--- config.mk ---
export PLATFORM = sky130hd
export DESIGN_NAME = imm_decode_ctrl
export DESIGN_NICKNAME = d
export VERILOG_FILES = /design/src/rtl/rv_imm_pkg.sv /design/src/rtl/imm_src_decode.sv /design/src/rtl/imm_decode_ctrl.sv
export SDC_FILE = /design/constraint.sdc
export NUM_CORES = 1
export LEC_CHECK = 0
export BUFFER_PORTS_ARGS = -buffer_cell sky130_fd_sc_hd__clkbuf_2
export CAP_MARGIN = 40
export CORE_UTILIZATION = 40
export CTS_BUF_LIST = sky130_fd_sc_hd__clkbuf_16
export DETAILED_ROUTE_END_ITERATION = 12
export PLACE_DENSITY = 0.66
export SYNTH_ARGS = -nofsm -noshare
export SYNTH_HDL_FRONTEND = slang
export SYNTH_HIERARCHICAL = 1
export SYNTH_SLANG_ARGS = --single-unit
--- constraint.sdc ---
create_clock -name clk -period 2.3 [get_ports clk]
set_clock_uncertainty 0.05 [all_clocks]
set_input_delay 0.115 -clock clk [delete_from_list [all_inputs] [get_ports clk]]
set_output_delay 0.115 -clock clk [all_outputs]
set_load 0.05 [all_outputs]
--- src/rtl/rv_imm_pkg.sv ---
// Shared types and constants for the decode-stage immediate path.
package rv_imm_pkg;

  typedef enum logic [2:0] {
    IMM_I = 3'b000,
    IMM_S = 3'b001,
    IMM_B = 3'b010,
    IMM_J = 3'b011,
    IMM_U = 3'b100
  } imm_src_e;

  localparam logic [6:0] OP_LOAD   = 7'b0000011;
  localparam logic [6:0] OP_IMM    = 7'b0010011;
  localparam logic [6:0] OP_JALR   = 7'b1100111;
  localparam logic [6:0] OP_SYSTEM = 7'b1110011;
  localparam logic [6:0] OP_STORE  = 7'b0100011;
  localparam logic [6:0] OP_BRANCH = 7'b1100011;
  localparam logic [6:0] OP_JAL    = 7'b1101111;
  localparam logic [6:0] OP_LUI    = 7'b0110111;
  localparam logic [6:0] OP_AUIPC  = 7'b0010111;
  localparam logic [6:0] OP_REG    = 7'b0110011;

  typedef enum logic [1:0] {
    ST_EMPTY = 2'd0,
    ST_FULL  = 2'd1,
    ST_SKID  = 2'd2
  } state_e;

  // One captured decode result, as held in the output or skid register.
  typedef struct packed {
    logic [31:0] imm;
    logic [31:0] pc;
    imm_src_e    src;
    logic        illegal;
  } entry_t;

endpackage

--- src/rtl/imm_src_decode.sv ---
// Opcode classifier: picks the extender format and flags R-type / unknown opcodes.
module imm_src_decode
  import rv_imm_pkg::*;
(
  input  logic [6:0] opcode,
  output imm_src_e   imm_src,
  output logic       is_r,
  output logic       illegal
);

  // Map each opcode to its immediate format; R-type and unknown opcodes use I.
  always_comb begin
    imm_src = IMM_I;
    is_r    = 1'b0;
    illegal = 1'b0;
    case (opcode)
      OP_LOAD, OP_IMM, OP_JALR, OP_SYSTEM: imm_src = IMM_I;
      OP_STORE:                            imm_src = IMM_S;
      OP_BRANCH:                           imm_src = IMM_B;
      OP_JAL:                              imm_src = IMM_J;
      OP_LUI, OP_AUIPC:                    imm_src = IMM_U;
      OP_REG:                              is_r    = 1'b1;
      default:                             illegal = 1'b1;
    endcase
  end

endmodule

--- src/rtl/imm_decode_ctrl.sv ---
// Decode-stage controller: classifies the fetched opcode, steers the external
// sign extender and registers the result into an output stage with a skid slot.
//
//   state    | meaning
//   ---------+---------------------------------------------------------
//   ST_EMPTY | no entry held; ex_valid low
//   ST_FULL  | output register holds the oldest entry
//   ST_SKID  | output and skid both hold entries; fetch is blocked
module imm_decode_ctrl
  import rv_imm_pkg::*;
#(
  parameter int XLEN = 32
) (
  input  logic            clk,
  input  logic            reset,
  input  logic            if_valid,
  output logic            if_ready,
  input  logic [31:0]     if_instr,
  input  logic [XLEN-1:0] if_pc,
  input  logic            stall_d,
  input  logic            flush_d,
  output logic [2:0]      imm_src,
  output logic [24:0]     se_in,
  input  logic [XLEN-1:0] se_out,
  output logic            ex_valid,
  input  logic            ex_ready,
  output logic [XLEN-1:0] ex_imm,
  output logic [XLEN-1:0] ex_pc,
  output logic [2:0]      ex_imm_src,
  output logic            ex_illegal
);

  state_e   state, state_nxt;
  entry_t   out_q, skid_q, in_entry;
  imm_src_e dec_src;
  logic     dec_is_r, dec_illegal;
  logic     accept, fire;
  logic     load_out, load_skid, move_skid;

  imm_src_decode u_dec (
    .opcode  (if_instr[6:0]),
    .imm_src (dec_src),
    .is_r    (dec_is_r),
    .illegal (dec_illegal)
  );

  assign imm_src = dec_src;
  assign se_in   = if_instr[31:7];

  assign if_ready = !reset && !flush_d && !stall_d && (state != ST_SKID);
  assign ex_valid = (state != ST_EMPTY) && !reset;
  assign accept   = if_valid && if_ready;
  assign fire     = ex_valid && ex_ready;

  // R-type and unknown opcodes carry no immediate, so the extender result is dropped.
  always_comb begin
    in_entry         = '0;
    in_entry.imm     = (dec_is_r || dec_illegal) ? '0 : se_out;
    in_entry.pc      = if_pc;
    in_entry.src     = dec_src;
    in_entry.illegal = dec_illegal;
  end

  // State register.
  always_ff @(posedge clk) begin
    if (reset) state <= ST_EMPTY;
    else       state <= state_nxt;
  end

  // Next-state and register load controls; flush discards everything held.
  always_comb begin
    state_nxt = state;
    load_out  = 1'b0;
    load_skid = 1'b0;
    move_skid = 1'b0;
    if (flush_d) begin
      state_nxt = ST_EMPTY;
    end else begin
      case (state)
        ST_EMPTY: begin
          if (accept) begin
            state_nxt = ST_FULL;
            load_out  = 1'b1;
          end
        end
        ST_FULL: begin
          if (accept && fire) begin
            load_out = 1'b1;
          end else if (accept) begin
            state_nxt = ST_SKID;
            load_skid = 1'b1;
          end else if (fire) begin
            state_nxt = ST_EMPTY;
          end
        end
        ST_SKID: begin
          if (fire) begin
            state_nxt = ST_FULL;
            move_skid = 1'b1;
          end
        end
        default: state_nxt = ST_EMPTY;
      endcase
    end
  end

  // Output and skid data registers.
  always_ff @(posedge clk) begin
    if (reset) begin
      out_q  <= '0;
      skid_q <= '0;
    end else begin
      if (load_out)       out_q <= in_entry;
      else if (move_skid) out_q <= skid_q;
      if (load_skid)      skid_q <= in_entry;
    end
  end

  assign ex_imm     = out_q.imm;
  assign ex_pc      = out_q.pc;
  assign ex_imm_src = out_q.src;
  assign ex_illegal = out_q.illegal;

endmodule

---- Word level (Yosys, flattened, before mapping) ----
Cells that the tools add are included.
storage, ports and cells
  register bits after elaboration ......... 138
  bits of input ports ..................... 102
  output and inout port bits .............. 98
cells by class
  equal/unequal tests ..................... 17
  mux-type cells .......................... 22
  reductions and logical operators ........ 18
operator list
  cell                                                              count
  68-bit 2-to-1 mux                                                 2
  32-bit 2-to-1 mux                                                 1
  7-bit == test (second input constant)                             4
  7-bit by 6-bit == test with 1-bit output (second input constant)  3
  7-bit by 5-bit == test with 1-bit output (second input constant)  2
  3-bit one-hot mux with 4 select lines                             1
  1-bit 2-to-1 mux                                                  11
  2-bit 2-to-1 mux                                                  5
  10-bit OR reduction                                               1
  2-bit inequality test (second input constant)                     4
  7-bit by 2-bit == test with 1-bit output (second input constant)  1
  1-bit logical AND                                                 7
  2-bit one-hot mux with 3 select lines                             1
  4-bit AND reduction                                               1
  2-bit nonzero test                                                2
  2-bit OR reduction                                                2
  1-bit zero test                                                   3
  3-bit inequality test (second input constant)                     1
  2-bit by 1-bit == test with 1-bit output (second input constant)  1
  2-bit == test (second input constant)                             1
  2-bit zero test                                                   1
  1-bit one-hot mux with 2 select lines                             1
  1-bit logical OR                                                  1

---- Logic depth before layout (Yosys ltp) ----
Gate-level depths: netlist (run 1).
  word-level depth ........................ 10
  mapped depth ............................ 8

---- Cells and area by module ----
The synthesis (run 1) kept the hierarchy.
modules (own cells, without submodules)
  module           instances  cells each  area each (µm²)
  imm_decode_ctrl  1          726         5821.8
  imm_src_decode   1          16          111.4

---- Worst setup path after synthesis (run 1) ----
OpenSTA, ideal clock, no wires.
  path kind ............................... input port to flip-flop
  from .................................... in if_instr[2]
  to ...................................... reg out_q, in the netlist ex_imm_src[1]
  arrival time ............................ 2.551 ns
  slack ................................... -0.393 ns
  cell stages on the path ................. 5
  path buffers ............................ 1
  cell sequence ........................... buf_6 > xor2_1 > nor4b_1 > nor2_1 > a311oi_1
between the ends
  word-level cells in the longest chain between the ends .. 4
  elaborated cells between the ends (all ways) .. 8
  those cells by class .................... 5 x eq/ne; 2 x mux; 1 x reduce/logical
RTL lines
  element                                                                                                      RTL line                text
  start: declaration                                                                                           imm_decode_ctrl.sv:18   input logic [31:0] if_instr,
  7-bit by 6-bit == test with 1-bit output / 7-bit by 5-bit == test with 1-bit output (equally long branches)  imm_src_decode.sv:16    case (opcode)
  2-bit OR reduction                                                                                           n/a
  3-bit one-hot mux with 4 select lines (*)                                                                    imm_src_decode.sv:16
  named net imm_src[1]                                                                                         imm_decode_ctrl.sv:22   output logic [2:0] imm_src,
  68-bit 2-to-1 mux (*)                                                                                        imm_decode_ctrl.sv:113  if (load_out) out_q <= in_entry;
  end signal: assignment                                                                                       imm_decode_ctrl.sv:113
  end signal: assignment                                                                                       imm_decode_ctrl.sv:114  else if (move_skid) out_q <= skid_q;
  end: declaration                                                                                             imm_decode_ctrl.sv:34   entry_t out_q, skid_q, in_entry;
Mark *: on every way through the listed nets, which the timed path passes. The rest lies on a longest branch.
A chain may end at the register's enable or synchronous reset.

---- Worst setup path in the final report (run 1) ----
  from .................................... reg state[1]
  to ...................................... reg skid_q[49] in the netlist's numbering
between the ends
  word-level cells in the longest chain between the ends .. 7
  elaborated cells between the ends (all ways) .. 12
  those cells by class .................... 2 x eq/ne; 4 x mux; 6 x reduce/logical
RTL lines
  element                                                             RTL line                                      text
  start: declaration                                                  imm_decode_ctrl.sv:33                         state_e state, state_nxt;
  start signal: assignment                                            imm_decode_ctrl.sv:67                         else state <= state_nxt;
  2-bit inequality test / 2-bit nonzero test (equally long branches)  imm_decode_ctrl.sv:50, imm_decode_ctrl.sv:51
  1-bit logical AND, on equally long branches                         imm_decode_ctrl.sv:50, imm_decode_ctrl.sv:51
  1-bit logical AND, on equally long branches                         imm_decode_ctrl.sv:52, imm_decode_ctrl.sv:53
  1-bit 2-to-1 mux / 1-bit logical AND (equally long branches)        imm_decode_ctrl.sv:89, imm_decode_ctrl.sv:87
  1-bit 2-to-1 mux                                                    imm_decode_ctrl.sv:87                         if (accept && fire) begin
  1-bit 2-to-1 mux (*)                                                imm_decode_ctrl.sv:79                         case (state)
  1-bit 2-to-1 mux (*)                                                imm_decode_ctrl.sv:76                         if (flush_d) begin
  end signal: assignment                                              imm_decode_ctrl.sv:115                        if (load_skid) skid_q <= in_entry;
  end: declaration                                                    imm_decode_ctrl.sv:34
Mark *: on every way between the ends. The rest lies on a longest branch, timed or not.

==> impl_metrics.toml, run 1 <==
[status]
outcome = "finished clean"

[synthesis]
postSynth.asyncResetShare_pct = 0
avgSynthCellArea_sq_um = 8.00
ys_types = 32
synthCells = 742
ys_seq_elements = 138
yosysSeqAreaShare_pct = 46.6
syn_nets = 844
synth_flop_cell = "dfxtp_1"
synth_edf_count = 0
syn_area_sq_mm = 0.00593
ys_warn_count = 6

[global_routing]
antenna_found_initial = 1
grt_usage_pct = 21.3
grt_pass1_vias = 5092
grt_pass1_wl_um = 25200
grt-ovfl-total = 0
grt_max_degree = 73

[placement]
dp_hpwl_um = 9300
port_buffers = 149
dp.cells = 999
routabilityCongestion = 0.748
dp_slack_ns = 0.335

[worst_hold_path]
worstHoldEndpoint = "skid_q[3]"
hold_start = "if_instr[1]"
min_path_type = "in2reg"
min_path_cells = 5

[route]
vias = 5644
routed_wl_um = 15700
avgRoutedWirePerCell_um = 14.3
ant_nets = 0
drc = 0
first_pass_iters = 5
vias_per_cell = 5.14
drtIter0Drc = 417

[final_layout]
seq_area_sq_mm = 0.00276
final_common_cell = "nand2_1"
layout_common_cells = "nand2_1, clkbuf_2, dfxtp_1"
fin_cells = 1099
fin_nets = 1005
nFillCells = 1368
multiInputGateArea_sq_mm = 0.00267
area_delta_synth_final_pct = 32.6
drive_above_1_share_pct = 24.2

[cts]
post_cts_buffers = 0
clkTransAtPathRegs_ns = 0.06
clock_path_buffers = 2
clock-sinks = 138
cts_tree = "done"
cts_root_buf = "clkbuf_16"
ctsHoldBuffers = 69
post_cts_resize_count = 0
cts_made_buffers = 17
insertion_delay_ns = 0.42
cts.htree.levels = 4

[timing]
rsz0062_at_grt = "false"
fmax_mhz = 477
drv_slew = 0
setup_slack_ns = 0.204
fin_setup_tns_ns = 0
hold_ws_ns = 0.0420
finalCriticalPeriod_ns = 2.10
worst_pin_slew_ns = 0.651
finalHoldViolations = 0
max_slew_margin_pct = 56.6
post-route-period-util_pct = 91.2
setup_viol = 0

[pwr]
power_switching_w = 0.00137
p_seq_share_pct = 44.1
p_comb_share_pct = 10.0
switching_share_pct = 24.6
internal_power_w = 0.00420
p_clk_share_pct = 45.8
leakagePower_nw = 2.99
power_w = 0.00557
ir_drop_v = 0.000472
powerDensity_mw_per_mm2 = 707

[die]
core_sq_mm = 0.0145
die_x_um = 124
start_util_pct = 41.0
rows = 44
dieArea_sq_mm = 0.0153
die_h_um = 124
pin_count = 200

[worst_setup_path]
crit_start = "state[1]"
path_class = "reg2reg"
end_kind = "flop"
cp-start-kind = "flop"
reg2reg_depth = 6
cp.arrival_ns = 2.41
critPathSlowestCell = "dlygate4sd3_1"
slowest_delay_ns = 0.55
cp.required_ns = 2.61
r2r_setup_slack_ns = 0.20
crit_path_max_fanout = 17
critical_path.cell_chain = "nor3b_2, and3_2, buf_4, nand3_1, a21oi_1, dlygate4sd3_1"
reg2reg_from = "state[1]"
timing.rr.end = "skid_q[49]"

[flow_run]
maxCapViolCount = 0
## per-layer routing
layer  share of wire [%]  track usage [%]
met1                  46             26.8
met2                  47             34.1
met3                 6.0             7.10
met4                 1.3             7.08
met5                   0                0
## sequential cells by signal, summed over array words and instances, names as in the netlist
| register | cells |
|---|---|
| skid_q | 68 |
| state | 2 |
| ex_imm_src | 3 |
| ex_imm | 32 |
| ex_illegal | 1 |
| ex_pc | 32 |
## power by group through the flow
| stage | combinational [W] | clock, W | sequential [W] |
|---|---|---|---|
| after floorplan | 0.000274 | 0 | 0.00265 |
| after global placement | 0.000458 | 0 | 0.00251 |
| after detailed placement | 0.000465 | 0 | 0.00251 |
| after CTS | 0.000556 | 0.00259 | 0.00246 |
| after global routing | 0.000600 | 0.00271 | 0.00246 |
| final | 0.000557 | 0.00255 | 0.00246 |
## through the flow
stage	cell area, sq um	util, %
floorplan	5940	-
global placement	6610	45.6
detailed placement	6640	45.8
CTS	7870	54.3
global route	7870	54.4
finish	7870	54.4
## final cells by class
class | instances | area share, %
sequential | 138 | 35.1
timing repair buffer | 235 | 21.1
antenna | 1 | 0.0318
clock buffer | 17 | 5.41
clock inverter | 13 | 1.48
multi-input combinational | 511 | 33.9
tap | 184 | 2.93
## cell usage after synthesis, types with 2 or more instances
master | number | area [sq um]
nand2_1 | 241 | 905
buf_6 | 3 | 33.8
nor2_1 | 40 | 150
a311oi_2 | 20 | 300
nor2b_1 | 2 | 12.5
and3_1 | 2 | 12.5
dfxtp_1 | 138 | 2760
buf_4 | 32 | 240
a311oi_1 | 48 | 420
nand3_1 | 36 | 180
buf_2 | 23 | 115
nor3_1 | 2 | 10.0
clkbuf_1 | 33 | 124
a21oi_1 | 102 | 510
nor4_1 | 2 | 12.5
buf_1 | 2 | 7.51
## kinds of logic after synthesis
logic type,after synthesis,synth area share [%]
muxes,1,0.169
xor gates and xnor gates,1,0.148
buffers and inverters,93,8.77
and+or+nand+nor,336,23.2
DFF,138,46.6
AOI/OAI and AO/OA,173,21.2
## worst max-delay path: cells and delay by family, from the launching register on
| family | cells | cell delay [ns] |
|---|---|---|
| and+or+nand+nor | 3 | 0.72 |
| AOI/OAI and AO/OA | 1 | 0.13 |
| buffers and inverters | 2 | 0.79 |
| DFF | 1 | 0.34 |
## worst max-delay path by stage
stage | end | slack [ns]
after floorplan | if_ready | 0.13
after global placement | ex_imm[7] | 0.40
after detailed placement | ex_imm[13] | 0.33
after CTS | skid_q[49] | 0.23
after global routing | skid_q[49] | 0.09
final | skid_q[49] | 0.20
Power figures use the tool's default switching activity.
==> inputs of run 2 (changes only) <==
--- a/config.mk
+++ b/config.mk
@@ -10,8 +10,7 @@
 export CORE_UTILIZATION = 40
 export CTS_BUF_LIST = sky130_fd_sc_hd__clkbuf_16
 export DETAILED_ROUTE_END_ITERATION = 12
-export PLACE_DENSITY = 0.66
+export PLACE_DENSITY = 0.67
 export SYNTH_ARGS = -nofsm -noshare
 export SYNTH_HDL_FRONTEND = slang
-export SYNTH_HIERARCHICAL = 1
 export SYNTH_SLANG_ARGS = --single-unit
==> run 2 against run 1 <==
Effect of this change: hold slack improved by 0.039 ns; synthesized area fell by 6.5%; critical path depth stayed put; die area shrank 6.4%; routed wire length decreased by 7.7%; register-to-register slack better by 0.17 ns; clock power hardly changed; synthesized cell count fell by 18%; setup slack better by 0.12 ns; total power decreased by 2.4%.
==> impl_metrics.toml, run 2 <==
[global_routing]
grt_max_degree = 76
antenna_found_initial = 0
grt-ovfl-total = 0
grt_pass1_vias = 4795
grt_pass1_wl_um = 23500
grt_usage_pct = 20.8

[route]
routed_wl_um = 14500
ant_nets = 0
drtIter0Drc = 378
first_pass_iters = 5
drc = 0
avgRoutedWirePerCell_um = 15.1
vias = 5013
vias_per_cell = 5.20

[pwr]
switching_share_pct = 23.5
leakagePower_nw = 2.90
p_clk_share_pct = 47.6
p_seq_share_pct = 44.7
power_switching_w = 0.00127
ir_drop_v = 0.000457
p_comb_share_pct = 7.7
powerDensity_mw_per_mm2 = 730
internal_power_w = 0.00416

[timing]
finalHoldViolations = 0
setup_viol = 0
setup_slack_ns = 0.320
fmax_mhz = 505
fin_setup_tns_ns = 0
worst_pin_slew_ns = 0.783
rsz0062_at_grt = "false"
max_slew_margin_pct = 47.8
hold_ws_ns = 0.0808
finalCriticalPeriod_ns = 1.98
post-route-period-util_pct = 86.1
drv_slew = 0

[placement]
dp_slack_ns = 0.204
routabilityCongestion = 0.730
port_buffers = 149
dp.cells = 867
dp_hpwl_um = 9110
placed_cell_area_sq_mm = 0.00623

[final_layout]
nFillCells = 1200
largest-register = "skid_q"
drive_above_1_share_pct = 25.0
area_delta_synth_final_pct = 34.2
fin_cells = 964
final_common_cell = "clkbuf_2"
layout_common_cells = "clkbuf_2, nand2_1, dfxtp_1"
fin_area_sq_mm = 0.00744
fin_nets = 877
diodes = 0
largest_reg_flops = 68

[cts]
cts_tree = "done"
insertion_delay_ns = 0.42
cts_root_buf = "clkbuf_16"
post_cts_resize_count = 0
clock_path_buffers = 2
ctsHoldBuffers = 65
cts_made_buffers = 17
cts.htree.levels = 4
clock-sinks = 138
post_cts_buffers = 0
clkTransAtPathRegs_ns = 0.06

[worst_setup_path]
cp-start-kind = "input pin"
reg2reg_depth = 3
cp.required_ns = 2.56
end_kind = "flop"
reg2reg_from = "state[1]"
timing.rr.end = "ex_pc[5]"
slowest_delay_ns = 0.60
r2r_setup_slack_ns = 0.37
path_class = "in2reg"
critPathSlowestCell = "or4_4"
cp.arrival_ns = 2.24
crit_path_max_fanout = 47
crit_start = "ex_ready"
cp-endpoint = "ex_pc[5]"
critical_path.cell_chain = "dlygate4sd3_1, clkbuf_2, nor2b_1, or4_4, buf_4, a311oi_1"

[synthesis]
syn_area_sq_mm = 0.00555
syn_nets = 707
synth_area_leaders = "dfxtp_1, nand2_1, mux2i_1"
postSynth.asyncResetShare_pct = 0
ys_seq_elements = 138
synth_flop_cell = "dfxtp_1"
synth_commonest_cells = "nand2_1, dfxtp_1, nor2_1"
synth.most_common_cell = "nand2_1"
synthCells = 605
yosysSeqAreaShare_pct = 49.8
ys_types = 34
synth_edf_count = 0
avgSynthCellArea_sq_um = 9.17
yosys.area.top_type = "dfxtp_1"
ys_warn_count = 0
yosysTopAreaCellShare_pct = 49.8

[die]
dieArea_sq_mm = 0.0143
core_sq_mm = 0.0134
die_x_um = 120
die_h_um = 120
start_util_pct = 41.4
rows = 42
pin_count = 200

[status]
outcome = "finished clean"

[worst_hold_path]
min_path_type = "in2reg"

[flow_run]
maxCapViolCount = 0
-- run 2: changes by cell type after synthesis, sizes merged, moves of 2 or more --
cell / delta
nor3b: +2
clkbuf: -2
a311oi: -32
a21oi: -66
nand3: -35
mux2i: +32
nor2: +3
o2bb2ai: +32
buf: -15
nand2: -97
nand2b: +2
nor3: +5
nor4: -2
a22o: +32
-- run 2: cells by family (layout without fill, tap and decap cells) --
family / Yosys count / in the layout / synth area share (%)
AND/OR/NAND/NOR: 216 / 216 / 16.5
AO/OA/AOI/OAI: 141 / 141 / 19.8
flip-flops: 138 / 138 / 49.8
buffers and inverters: 76 / 259 / 7.83
multiplexers: 33 / 33 / 5.95
XOR/XNOR: 1 / 1 / 0.158
-- run 2: how the worst min path moves through the flow --
stage                     cells past startpoint   endpoint  slack [ns]        start
after CTS                                     4  skid_q[0]        0.06  if_instr[0]
after global routing                          4  skid_q[0]        0.13  if_instr[0]
after detailed placement                      0   se_in[0]        0.18  if_instr[7]
final                                         4  skid_q[0]        0.08  if_instr[0]
after global placement                        0   se_in[0]        0.18  if_instr[7]
after floorplan                               1  ex_imm[0]        0.18    se_out[0]
-- run 2: power by group through the flow --
stage / clock, W / sequential (W) / combinational (W)
3_3_place_gp: 0 / 0.00248 / 0.000323
6_report: 0.00258 / 0.00243 / 0.000418
4_1_cts: 0.00264 / 0.00243 / 0.000418
2_1_floorplan: 0 / 0.00256 / 0.000225
3_5_place_dp: 0 / 0.00248 / 0.000330
5_1_grt: 0.00274 / 0.00243 / 0.000448
-- run 2: metal layers --
layer	vias up	share of wire, %	track usage [%]
li1	2452	-	-
met1	2347	45	25.3
met2	198	45	33.2
met3	16	8.0	7.56
met4	0	1.3	8.05
met5	-	0	0
-- run 2: critical path, delay by kind of cell --
kind	cells	cell delay, ns
AO/OA/AOI/OAI	1	0.30
AND/OR/NAND/NOR	2	0.69
buffers and inverters	3	1.11
-- run 2: through the flow --
stage / power, W / utilization [%]
after floorplan: 0.00279 / -
after global placement: 0.00280 / 46.5
after detailed placement: 0.00281 / 46.5
after CTS: 0.00549 / 55.6
after global routing: 0.00562 / 55.6
final: 0.00543 / 55.6
-- run 2: layout make-up --
cell class / count / area (sq um) / area share, %
Sequential cell: 138 / 2760 / 37.1
Clock inverter: 15 / 134 / 1.80
Clock buffer: 17 / 425 / 5.71
Timing Repair Buffer: 227 / 1530 / 20.6
Multi-Input combinational cell: 391 / 2370 / 31.8
Tap cell: 176 / 220 / 2.96
